## src/rtl/mc14500_control_if.sv

```systemverilog
// mc14500_control_if: instruction/PC/data signals between the MC14500 control block and its environment
interface mc14500_control_if #(parameter int ADDR_W = 8);
  logic [3:0] opcode;
  logic [ADDR_W-1:0] operand;
  logic [ADDR_W-1:0] pc_in;
  logic data_in;
  logic pc_write;
  logic [ADDR_W-1:0] pc_target;
  logic rr;
  logic data_out;
  logic write_en;
  logic flag_0;
  logic flag_f;
  logic jmp;
  logic rtn;
  modport master (
    output opcode, operand, pc_in, data_in,
    input pc_write, pc_target, rr, data_out, write_en, flag_0, flag_f, jmp, rtn
  );
  modport slave (
    input opcode, operand, pc_in, data_in,
    output pc_write, pc_target, rr, data_out, write_en, flag_0, flag_f, jmp, rtn
  );
endinterface

```

## src/rtl/mc14500_control.sv

```systemverilog
// mc14500_control: one-instruction-per-cycle MC14500 control unit with skip and single-entry return
module mc14500_control #(parameter int ADDR_W = 8) (
  input logic clk,
  input logic reset_n,
  mc14500_control_if.slave b
);
  logic rr, ien, oen, skip, ret_valid, data_out, write_en, flag_0, flag_f, jmp, rtn;
  logic [ADDR_W-1:0] ret_addr;
  logic [15:0] hit;
  logic d, rr_n;
  assign hit = skip ? 16'd0 : 16'd1 << b.opcode;
  assign d = b.data_in & ien;
  always_comb begin
    rr_n = rr;
    case (b.opcode)
      4'h1: rr_n = d;
      4'h2: rr_n = ~d;
      4'h3: rr_n = rr & d;
      4'h4: rr_n = rr & ~d;
      4'h5: rr_n = rr | d;
      4'h6: rr_n = rr | ~d;
      4'h7: rr_n = ~(rr ^ d);
      default: rr_n = rr;
    endcase
  end
  assign b.pc_write = reset_n & (hit[12] | (hit[13] & ret_valid));
  assign b.pc_target = (hit[13] & ret_valid) ? ret_addr : b.operand;
  assign b.rr = rr;
  assign b.data_out = data_out;
  assign b.write_en = write_en;
  assign b.flag_0 = flag_0;
  assign b.flag_f = flag_f;
  assign b.jmp = jmp;
  assign b.rtn = rtn;
  always_ff @(posedge clk or negedge reset_n) begin
    if (!reset_n) begin
      rr <= 1'b0;
      ien <= 1'b1;
      oen <= 1'b1;
      skip <= 1'b0;
      ret_valid <= 1'b0;
      ret_addr <= '0;
      data_out <= 1'b0;
      write_en <= 1'b0;
      flag_0 <= 1'b0;
      flag_f <= 1'b0;
      jmp <= 1'b0;
      rtn <= 1'b0;
    end else begin
      flag_0 <= hit[0];
      flag_f <= hit[15];
      jmp <= hit[12];
      rtn <= hit[13];
      write_en <= (hit[8] | hit[9]) & oen;
      skip <= (hit[14] & ~rr) | hit[13];
      if (!skip) rr <= rr_n;
      if (hit[8] | hit[9]) data_out <= rr ^ hit[9];
      if (hit[10]) ien <= b.data_in;
      if (hit[11]) oen <= b.data_in;
      if (hit[12]) begin
        ret_addr <= b.pc_in + 1'b1;
        ret_valid <= 1'b1;
      end else if (hit[13]) ret_valid <= 1'b0;
    end
  end
endmodule
```

## src/flat_wrapper.sv

```systemverilog
// flat-port wrapper written by rule: the top's interface ports become plain ports
module mc14500_control_flat 
#(parameter int ADDR_W = 8)
  (clk, reset_n, b_opcode, b_operand, b_pc_in, b_data_in, b_pc_write, b_pc_target, b_rr, b_data_out, b_write_en, b_flag_0, b_flag_f, b_jmp, b_rtn);
  mc14500_control_if #(.ADDR_W(ADDR_W)) b_i ();
  input logic clk;
  input logic reset_n;
  input wire logic [$bits(b_i.opcode)-1:0] b_opcode;
  input wire logic [$bits(b_i.operand)-1:0] b_operand;
  input wire logic [$bits(b_i.pc_in)-1:0] b_pc_in;
  input wire logic [$bits(b_i.data_in)-1:0] b_data_in;
  output wire logic [$bits(b_i.pc_write)-1:0] b_pc_write;
  output wire logic [$bits(b_i.pc_target)-1:0] b_pc_target;
  output wire logic [$bits(b_i.rr)-1:0] b_rr;
  output wire logic [$bits(b_i.data_out)-1:0] b_data_out;
  output wire logic [$bits(b_i.write_en)-1:0] b_write_en;
  output wire logic [$bits(b_i.flag_0)-1:0] b_flag_0;
  output wire logic [$bits(b_i.flag_f)-1:0] b_flag_f;
  output wire logic [$bits(b_i.jmp)-1:0] b_jmp;
  output wire logic [$bits(b_i.rtn)-1:0] b_rtn;
  assign b_i.opcode = b_opcode;
  assign b_i.operand = b_operand;
  assign b_i.pc_in = b_pc_in;
  assign b_i.data_in = b_data_in;
  assign b_pc_write = b_i.pc_write;
  assign b_pc_target = b_i.pc_target;
  assign b_rr = b_i.rr;
  assign b_data_out = b_i.data_out;
  assign b_write_en = b_i.write_en;
  assign b_flag_0 = b_i.flag_0;
  assign b_flag_f = b_i.flag_f;
  assign b_jmp = b_i.jmp;
  assign b_rtn = b_i.rtn;
  mc14500_control #(.ADDR_W(ADDR_W)) u_core (.clk(clk), .reset_n(reset_n), .b(b_i));
endmodule
```

## config.mk

```make
export PLATFORM = sky130hd
export DESIGN_NAME = mc14500_control_flat
export DESIGN_NICKNAME = d
export VERILOG_FILES = /design/src/rtl/mc14500_control_if.sv /design/src/rtl/mc14500_control.sv /design/src/flat_wrapper.sv
export SDC_FILE = /design/constraint.sdc
export NUM_CORES = 1
export LEC_CHECK = 0
export BUFFER_PORTS_ARGS = -buffer_cell sky130_fd_sc_hd__buf_2
export CAP_MARGIN = 15
export CORE_MARGIN = 3
export CORE_UTILIZATION = 45
export DETAILED_ROUTE_END_ITERATION = 10
export GPL_TIMING_DRIVEN = 0
export PLACE_DENSITY = 0.82
export SLEW_MARGIN = 20
export SYNTH_ARGS = -nofsm -noshare
export SYNTH_HDL_FRONTEND = slang
export SYNTH_SLANG_ARGS = --single-unit
```

## constraint.sdc

```tcl
create_clock -name clk -period 1.85 [get_ports clk]
set_clock_uncertainty 0.15 [all_clocks]
set_input_delay 0.0925 -clock clk [delete_from_list [all_inputs] [get_ports clk]]
set_output_delay 0.0925 -clock clk [all_outputs]
set_load 0.005 [all_outputs]
```

# Word level (Yosys, flattened, before mapping)
# Index checks and enable logic that the tools add are counted.
# Widths: inputs -> output; s select.
dict set report op_classes {
  n_addsub 1
  n_eq_ne 7
  shift 1
  mux 5
  bitwise_logic 18
  n_reduce_logical 3
}
# operator n
set op_table {}
lappend op_table {{$eq 4x3->1 const B} 4}
lappend op_table {{$mux 16} 1}
lappend op_table {{$shl 1x4->16 const A} 1}
lappend op_table {{$add 8x1->8 const B} 1}
lappend op_table {{$eq 4x2->1 const B} 2}
lappend op_table {{$mux 8} 1}
lappend op_table {{$and 1x1->1} 7}
lappend op_table {{$pmux 1 s7} 1}
lappend op_table {{$reduce_bool 7->1} 1}
lappend op_table {{$or 1x1->1} 5}
lappend op_table {{$eq 4x1->1 const B} 1}
lappend op_table {{$not 1->1} 4}
lappend op_table {{$mux 1} 2}
lappend op_table {{$reduce_and 2->1} 1}
lappend op_table {{$reduce_bool 2->1} 1}
lappend op_table {{$xor 1x1->1} 2}
dict set report word_totals {
  register_bits 19
  in_bits 23
  output_inout_bits 16
  wordCells 47
}

# Longest topological paths before layout
# Gate-level depths: netlist (run 1).
dict set report logic_depth {
  depth_word 5
  depth_mapped 5
  mapped_depth_nobuf 5
}

# Least setup slack after synthesis (run 1)
# Ideal clock, no wire load.
dict set report synth_timing {
  path_kind {register to register}
  from {reg u_core.ien}
  to {reg u_core.rr (netlist: u_core.b.rr)}
  setup_time_ns 0.066
  t_arrival_ns 1.290
  required_time_ns 1.634
  slack_ns 0.343
  path_stages_with_launch 5
  path_buffers 0
  synth_period_minus_slack_ns 1.507
  cell_sequence {dfstp_2 and2_1 a21oi_1 a2111oi_0 o32a_1}
}
dict set report synth_between {
  elab_chain_cells 4
  word_cells_on_any_way 9
  cone_classes {1 x mux; 8 x bitwise}
}
# element line_no
set synth_rtl {}
lappend synth_rtl {{start: declaration} mc14500_control.sv:7} ;# logic rr, ien, oen, skip, ret_valid, data_out, write_en, flag_0, flag_f, jmp, rtn;
lappend synth_rtl {{start signal: assignment} mc14500_control.sv:58} ;# if (hit[10]) ien <= b.data_in;
lappend synth_rtl {{$and 1x1->1 (*)} mc14500_control.sv:12} ;# assign d = b.data_in & ien;
lappend synth_rtl {{$xor 1x1->1 / $not 1->1 (equally long branches)} --}
lappend synth_rtl {{$not 1->1 (tied with other cells)} mc14500_control.sv:22} ;# 4'h7: rr_n = ~(rr ^ d);
lappend synth_rtl {{$pmux 1 s7 (*)} mc14500_control.sv:15} ;# case (b.opcode)
lappend synth_rtl {{end signal: assignment} mc14500_control.sv:56} ;# if (!skip) rr <= rr_n;
lappend synth_rtl {{end: declaration} mc14500_control.sv:7}
# Mark *: on every way between the ends. The rest lies on a longest branch, timed or not.
# A chain may end at the register's enable or synchronous reset.

# Final worst setup path (run 1)
dict set report layout_timing {
  from {reg u_core.skip}
  to {out b_pc_target[5]}
}
dict set report layout_between {
  elab_chain_cells 3
}
# element line_no
set layout_rtl {}
lappend layout_rtl {{start: declaration} mc14500_control.sv:7}
lappend layout_rtl {{start signal: assignment} mc14500_control.sv:55} ;# skip <= (hit[14] & ~rr) | hit[13];
lappend layout_rtl {{$mux 16} mc14500_control.sv:11} ;# assign hit = skip ? 16'd0 : 16'd1 << b.opcode;
lappend layout_rtl {{$and 1x1->1} mc14500_control.sv:27} ;# assign b.pc_target = (hit[13] & ret_valid) ? ret_addr : b.operand;
lappend layout_rtl {{$mux 8} mc14500_control.sv:27}
lappend layout_rtl {{end: declaration} flat_wrapper.sv:13} ;# output wire logic [$bits(b_i.pc_target)-1:0] b_pc_target;
# No other way between the ends.

==> run_results.csv, run 1 <==
group,metric,value,unit
status,status,"finished, violations left",
status,violations,"hold timing, setup timing",
setup_path,cp-start-kind,"register",
clock_tree,clockBufferDepth,2,
clock_tree,cts_tree,"done",
global_routing,grt_pass1_wl,4200,um
placed_design,portBuffers,38,
timing,rsz0062_at_grt,"yes",
setup_path,rr_worst_depth,4,
global_routing,grt_pass1_vias,957,
logic_synthesis,ys_top_cells_by_area,"dfrtp_1 (42%), mux2_2 (11%), dfstp_2 (5.1%), nor2_1 (5.1%), a21oi_1 (4.9%)",
layout,drive_above_1_share,43.7,%
clock_tree,clockRootBuffer,"clkbuf_4",
routing,avgRoutedWirePerCell,14.2,um
logic_synthesis,synth-seq-area-share,46.7,%
power,p_total,0.00101,W
layout,fin_area,1440,um2
global_routing,grt.total_usage,20.5,%
placed_design,gp_congestion,0.718,
global_routing,grt_max_degree,21,
timing,slew_viol_final,0,
placed_design,dpl_cell_area,1250,um2
power,p_switching,0.000293,W
clock_tree,htree_levels,1,
power,ir_drop,0.420,mV
power,power_density,697,nW/um2
hold_path,whs_path_depth,3,
clock_tree,cts-buffers-inserted,3,
setup_path,required,1.61,ns
logic_synthesis,yosys_most_used_dff,"dfrtp_1",
timing,hold_ws,-0.00628,ns
layout,final_cell_mix,"buf_2 (39), dfrtp_1 (17), nor2_1 (14)",
routing,postRouteAntennaNets,0,
timing,worst_slew_pin_slew,0.417,ns
timing,setup_ws,-0.0514,ns
setup_path,end_kind,"primary output",
hold_path,min_to,"u_core.b.flag_0$_DFF_PN0_",
logic_synthesis,netlist.area_leader.share,41.6,%
logic_synthesis,synth_edf_count,0,
power,p_clk_share,21.0,%
floorplanning,start_util,49.6,%
routing,drc,0,
logic_synthesis,synth_fp_nets,118,
routing,drtPass1Iterations,4,
floorplanning,io_pins,39,
timing,timing.final.crit_period,1.90,ns
placed_design,hpwlAfterDp,1580,um
routing,drt_iter0_markers,15,
setup_path,r2r_setup_slack,0.14,ns
clock_tree,clkLatencyLatePin,0.30,ns
logic_synthesis,synth.avg_cell_area,10.9,um2
setup_path,worstPathArrival,1.66,ns
setup_path,critPathMaxFanout,9,
setup_path,r2r-start,"u_core.ien$_DFFE_PN1P_",
layout,num_antenna_cells,0,
setup_path,crit_type,"register to primary output",
clock_tree,clk_pin_slew,0.12,ns
layout,mostFrequentLayoutCell,"buf_2",
run,max_cap_viol_count,0,
power,p_leak,0.678,nW
clock_tree,cts.sinks,19,
hold_path,hold_start,"b_opcode[3]",
power,switching_share,29.1,%
hold_path,hp-class,"input port to register",
logic_synthesis,netlist_instances,94,
timing,slew_headroom,71.5,%
logic_synthesis,synth.distinct_cells,32,
timing,setup_viol,8,
floorplanning,die_h,53.7,um
placed_design,dp_slack,0.0767,ns
logic_synthesis,synth_area,1020,um2
power,intPower,0.000712,W
timing,final.period_utilization,103,%
layout,syn2layout_area_growth,40.8,%
routing,routed-via-count,912,
timing,hold_violations,1,
logic_synthesis,synth_area_leader_cell,"dfrtp_1",
floorplanning,die_w,53.7,um
power,p_seq_share,53.6,%
power,p_comb_share,25.4,%
layout,nets,176,
floorplanning,core-area,2060,um2
global_routing,antenna_found_initial,0,
logic_synthesis,yosys_warnings,0,
floorplanning,rows,16,
global_routing,grt-ovfl-total,0,
logic_synthesis,synthArstFlopShare,100,%
routing,wl,2530,um
layout,fill_cells,164,
logic_synthesis,ys_seq_elements,19,
timing,fmax,526,MHz
routing,vias_per_cell,5.12,
floorplanning,die-area,2880,um2
setup_path,timing.rr.end,"u_core.b.rr$_DFFE_PN0P_",
## routing by layer
layer	part of all wire, %	routed length [um]	track usage (%)
met1	41	1030	23.1
met2	53	1340	37.5
met3	6.3	159	3.32
met4	0	0	8.94
met5	0	0	0
## layout make-up
class | count | area [um2] | area share (%)
multi-input combinational | 71 | 528 | 36.6
sequential | 19 | 478 | 33.2
clock buffer | 3 | 22.5 | 1.56
timing repair buffer | 53 | 349 | 24.2
tap | 27 | 33.8 | 2.34
buffer | 3 | 21.3 | 1.48
inverter | 1 | 3.75 | 0.260
clock inverter | 1 | 5.00 | 0.347
## stage by stage
step | TNS [ns] | util (%) | instances | hold WS (ns)
after CTS | -0.738 | 69.7 | 179 | 0.00822
after global routing | -0.892 | 69.9 | 178 | 0.00506
after floorplan | 0 | - | 94 | -0.353
after global placement | 0 | 60.5 | 159 | -0.0973
after detailed placement | 0 | 60.5 | 159 | -0.0888
final | -0.231 | 69.9 | 178 | -0.00628
## repair_timing
action,CTS,global route
pin swaps,2,2
endpoints found under the hold margin,30,0
endpoints found under the setup margin,9,10
cloned,0,0
buffers inserted,4,0
hold buffers,12,0
resized for setup,0,3
## worst max-delay path: stages, from the launching register on
cell	delay [ns]
dfrtp_1	0.40
nand3b_4	0.17
nor3_4	0.16
buf_12	0.16
mux2_2	0.34
buf_2	0.13
## cells in the mapped netlist (2+ instances only)
| cell | number |
|---|---|
| nand3_1 | 2 |
| dfstp_2 | 2 |
| and2_1 | 2 |
| buf_2 | 2 |
| dfrtp_1 | 17 |
| mux2_2 | 10 |
| xor2_1 | 2 |
| nand2b_1 | 2 |
| nand2_1 | 4 |
| nor3b_1 | 2 |
| nor3_4 | 2 |
| xnor2_1 | 5 |
| nor2_1 | 14 |
| a21oi_1 | 10 |
## power by group through the flow
stage               Clock (W)  Combinational (W)  Sequential, W
global route         0.000239           0.000282       0.000550
floorplan                   0           0.000135       0.000534
global placement            0           0.000214       0.000540
detailed placement          0           0.000224       0.000545
CTS                  0.000215           0.000250       0.000537
finish               0.000211           0.000255       0.000539
## cell families (layout without fill, tap and decap cells)
| family | count (synthesis) | after routing | synth area share (%) |
|---|---|---|---|
| AND/OR/NAND/NOR | 36 | 36 | 22.1 |
| flip-flops | 19 | 19 | 46.7 |
| AO/OA/AOI/OAI | 16 | 16 | 9.41 |
| multiplexers | 11 | 11 | 12.1 |
| XOR/XNOR | 7 | 7 | 5.99 |
| buffers and inverters | 4 | 61 | 2.44 |
| adder cells (fa/ha/maj) | 1 | 1 | 1.22 |
## registers in the layout, indices dropped and copies added (netlist names)
signal             count
u_core.b.write_en      1
u_core.oen             1
u_core.b.data_out      1
u_core.b.rtn           1
u_core.ret_valid       1
u_core.skip            1
u_core.b.flag_f        1
u_core.b.flag_0        1
u_core.b.jmp           1
u_core.ien             1
u_core.ret_addr        8
u_core.b.rr            1
## worst max-delay path by stage
stage                     cells past startpoint                   start  slack, ns                 endpoint
final                                         5   u_core.skip$_DFF_PN0_      -0.05           b_pc_target[5]
after global routing                          5   u_core.skip$_DFF_PN0_      -0.12           b_pc_target[5]
after CTS                                     5   u_core.skip$_DFF_PN0_       -0.1           b_pc_target[5]
after detailed placement                      4   u_core.skip$_DFF_PN0_       0.08           b_pc_target[3]
after global placement                        4   u_core.skip$_DFF_PN0_       0.10           b_pc_target[5]
after floorplan                               4  u_core.ien$_DFFE_PN1P_       0.34  u_core.b.rr$_DFFE_PN0P_
Power figures use the tool's default switching activity.
==> run 2: changes to the inputs <==
--- a/constraint.sdc
+++ b/constraint.sdc
@@ -3,3 +3,3 @@
 set_input_delay 0.0925 -clock clk [delete_from_list [all_inputs] [get_ports clk]]
 set_output_delay 0.0925 -clock clk [all_outputs]
-set_load 0.005 [all_outputs]
+set_load 0.02 [all_outputs]
==> run 2 against run 1 <==
Effect of this change: the flow still finishes with violations (hold timing, setup timing); register-to-register slack hardly changed; largest power group unchanged; core utilization is 0.73 points higher; worst setup slack worse by 0.034 ns; critical path type unchanged; first-iteration DRC count is 13% higher; global-route usage is 0.12 points higher; final cell count is 0.56% higher; die area stayed put; clock power hardly changed; critical path depth stayed put; sequential cell count stayed put; total power is 3.4% higher; non-clock buffer count is 1 higher.
==> run_results.csv, run 2 (synthesized netlist as in run 1, its figures left out) <==
group,metric,value,unit
placed_design,dpl_cell_area,1250,um2
hold_path,hold_start,"b_opcode[3]",
routing,avgRoutedWirePerCell,14.2,um
clock_tree,clkLatencyLatePin,0.30,ns
setup_path,r2r-start,"u_core.ien$_DFFE_PN1P_",
floorplanning,die-area,2880,um2
setup_path,end_kind,"primary output",
floorplanning,start_util,49.6,%
clock_tree,clockRootBuffer,"clkbuf_4",
placed_design,gp_congestion,0.718,
global_routing,grt-ovfl-total,0,
layout,nets,177,
routing,wl,2540,um
hold_path,hp-class,"input port to register",
routing,drc,0,
setup_path,timing.rr.end,"u_core.b.rr$_DFFE_PN0P_",
clock_tree,clockBufferDepth,2,
setup_path,r2r_setup_slack,0.15,ns
setup_path,worstPathArrival,1.69,ns
timing,rsz0062_at_grt,"yes",
layout,drive_above_1_share,44.1,%
routing,routed-via-count,909,
timing,hold_ws,-0.00777,ns
layout,fin_area,1460,um2
global_routing,grt_pass1_vias,960,
setup_path,critPathMaxFanout,9,
power,p_leak,0.681,nW
power,power_density,713,nW/um2
global_routing,grt_max_degree,21,
routing,drtPass1Iterations,4,
routing,drt_iter0_markers,17,
timing,worst_slew_pin_slew,0.417,ns
global_routing,grt_pass1_wl,4230,um
timing,timing.final.crit_period,1.94,ns
setup_path,crit_type,"register to primary output",
placed_design,hpwlAfterDp,1580,um
floorplanning,rows,16,
timing,slew_headroom,71.5,%
timing,fmax,517,MHz
clock_tree,cts-buffers-inserted,3,
routing,vias_per_cell,5.08,
status,status,"finished, violations left",
hold_path,whs_path_depth,3,
placed_design,portBuffers,38,
power,p_total,0.00104,W
status,violations,"hold timing, setup timing",
global_routing,antenna_found_initial,0,
setup_path,required,1.61,ns
clock_tree,htree_levels,1,
layout,final_cell_mix,"buf_2 (36), dfrtp_1 (17), nor2_1 (14)",
timing,setup_viol,8,
setup_path,rr_worst_depth,4,
layout,largest_reg_flops,8,
floorplanning,die_w,53.7,um
layout,syn2layout_area_growth,42.3,%
floorplanning,die_h,53.7,um
routing,postRouteAntennaNets,0,
global_routing,grt.total_usage,20.6,%
floorplanning,core-area,2060,um2
floorplanning,io_pins,39,
clock_tree,clk_pin_slew,0.12,ns
timing,final.period_utilization,105,%
power,ir_drop,0.411,mV
timing,setup_ws,-0.0858,ns
run,max_cap_viol_count,0,
timing,hold_violations,1,
clock_tree,cts.sinks,19,
layout,mostFrequentLayoutCell,"buf_2",
clock_tree,cts_tree,"done",
layout,largest-register,"u_core.ret_addr",
setup_path,cp-start-kind,"register",
layout,num_antenna_cells,0,
timing,slew_viol_final,0,
hold_path,min_to,"u_core.b.flag_0$_DFF_PN0_",
==> run 2: through the flow <==
stage / setup TNS [ns] / std cells / worst slack [ns] / utilization [%]
5_1_grt: -1.13 / 179 / -0.160 / 70.6
6_report: -0.495 / 179 / -0.0858 / 70.6
2_1_floorplan: 0 / 94 / 0.299 / -
3_5_place_dp: 0 / 159 / 0.0450 / 60.5
3_3_place_gp: 0 / 159 / 0.0711 / 60.5
4_1_cts: -0.995 / 180 / -0.128 / 70.1
==> run 2: worst max-delay path by stage <==
stage / from / end / slack (ns) / cells past startpoint
floorplan: u_core.skip$_DFF_PN0_ / b_pc_target[0] / 0.30 / 3
finish: u_core.skip$_DFF_PN0_ / b_pc_target[3] / -0.09 / 5
CTS: u_core.skip$_DFF_PN0_ / b_pc_target[5] / -0.13 / 5
global placement: u_core.skip$_DFF_PN0_ / b_pc_target[5] / 0.07 / 4
global route: u_core.skip$_DFF_PN0_ / b_pc_target[3] / -0.16 / 5
detailed placement: u_core.skip$_DFF_PN0_ / b_pc_target[0] / 0.04 / 4
==> run 2: timing repair <==
item / CTS / global route
buffers inserted: 5 / 0
gates resized for setup: 0 / 7
endpoints found under the hold margin: 30 / 0
hold buffers: 12 / 0
setup endpoints to repair: 9 / 11
pin swaps: 2 / 3
==> run 2: cell type report <==
class / instances / area, um2
clock buffers: 3 / 22.5
clock inverters: 1 / 5.00
repair buffers: 54 / 372
multi-input cells: 71 / 520
inverters: 1 / 3.75
flip-flops and latches: 19 / 478
fillers: 165 / 606
plain buffers: 3 / 21.3
well taps: 27 / 33.8
==> run 2: power by group <==
group	internal, W	total [W]	leakage [nW]	switching (W)
Combinational	0.000142	0.000290	0.435	0.000148
Clock	0.0000804	0.000211	0.0177	0.000131
Sequential	0.000494	0.000538	0.228	0.0000442
==> run 2: critical path, cell delays in order (launching register included) <==
cell      delay, ns
dfrtp_1        0.40
nand3b_4       0.17
nor3_4         0.16
buf_12         0.16
mux2_2         0.34
buf_2          0.17
==> run 2: layer usage <==
layer	global-route usage, %	vias to the layer above	share of wire [%]
met5	0	-	0
met4	8.94	0	0
met3	3.32	0	6.0
met2	37.9	33	54
met1	23.1	429	40
li1	-	447	-
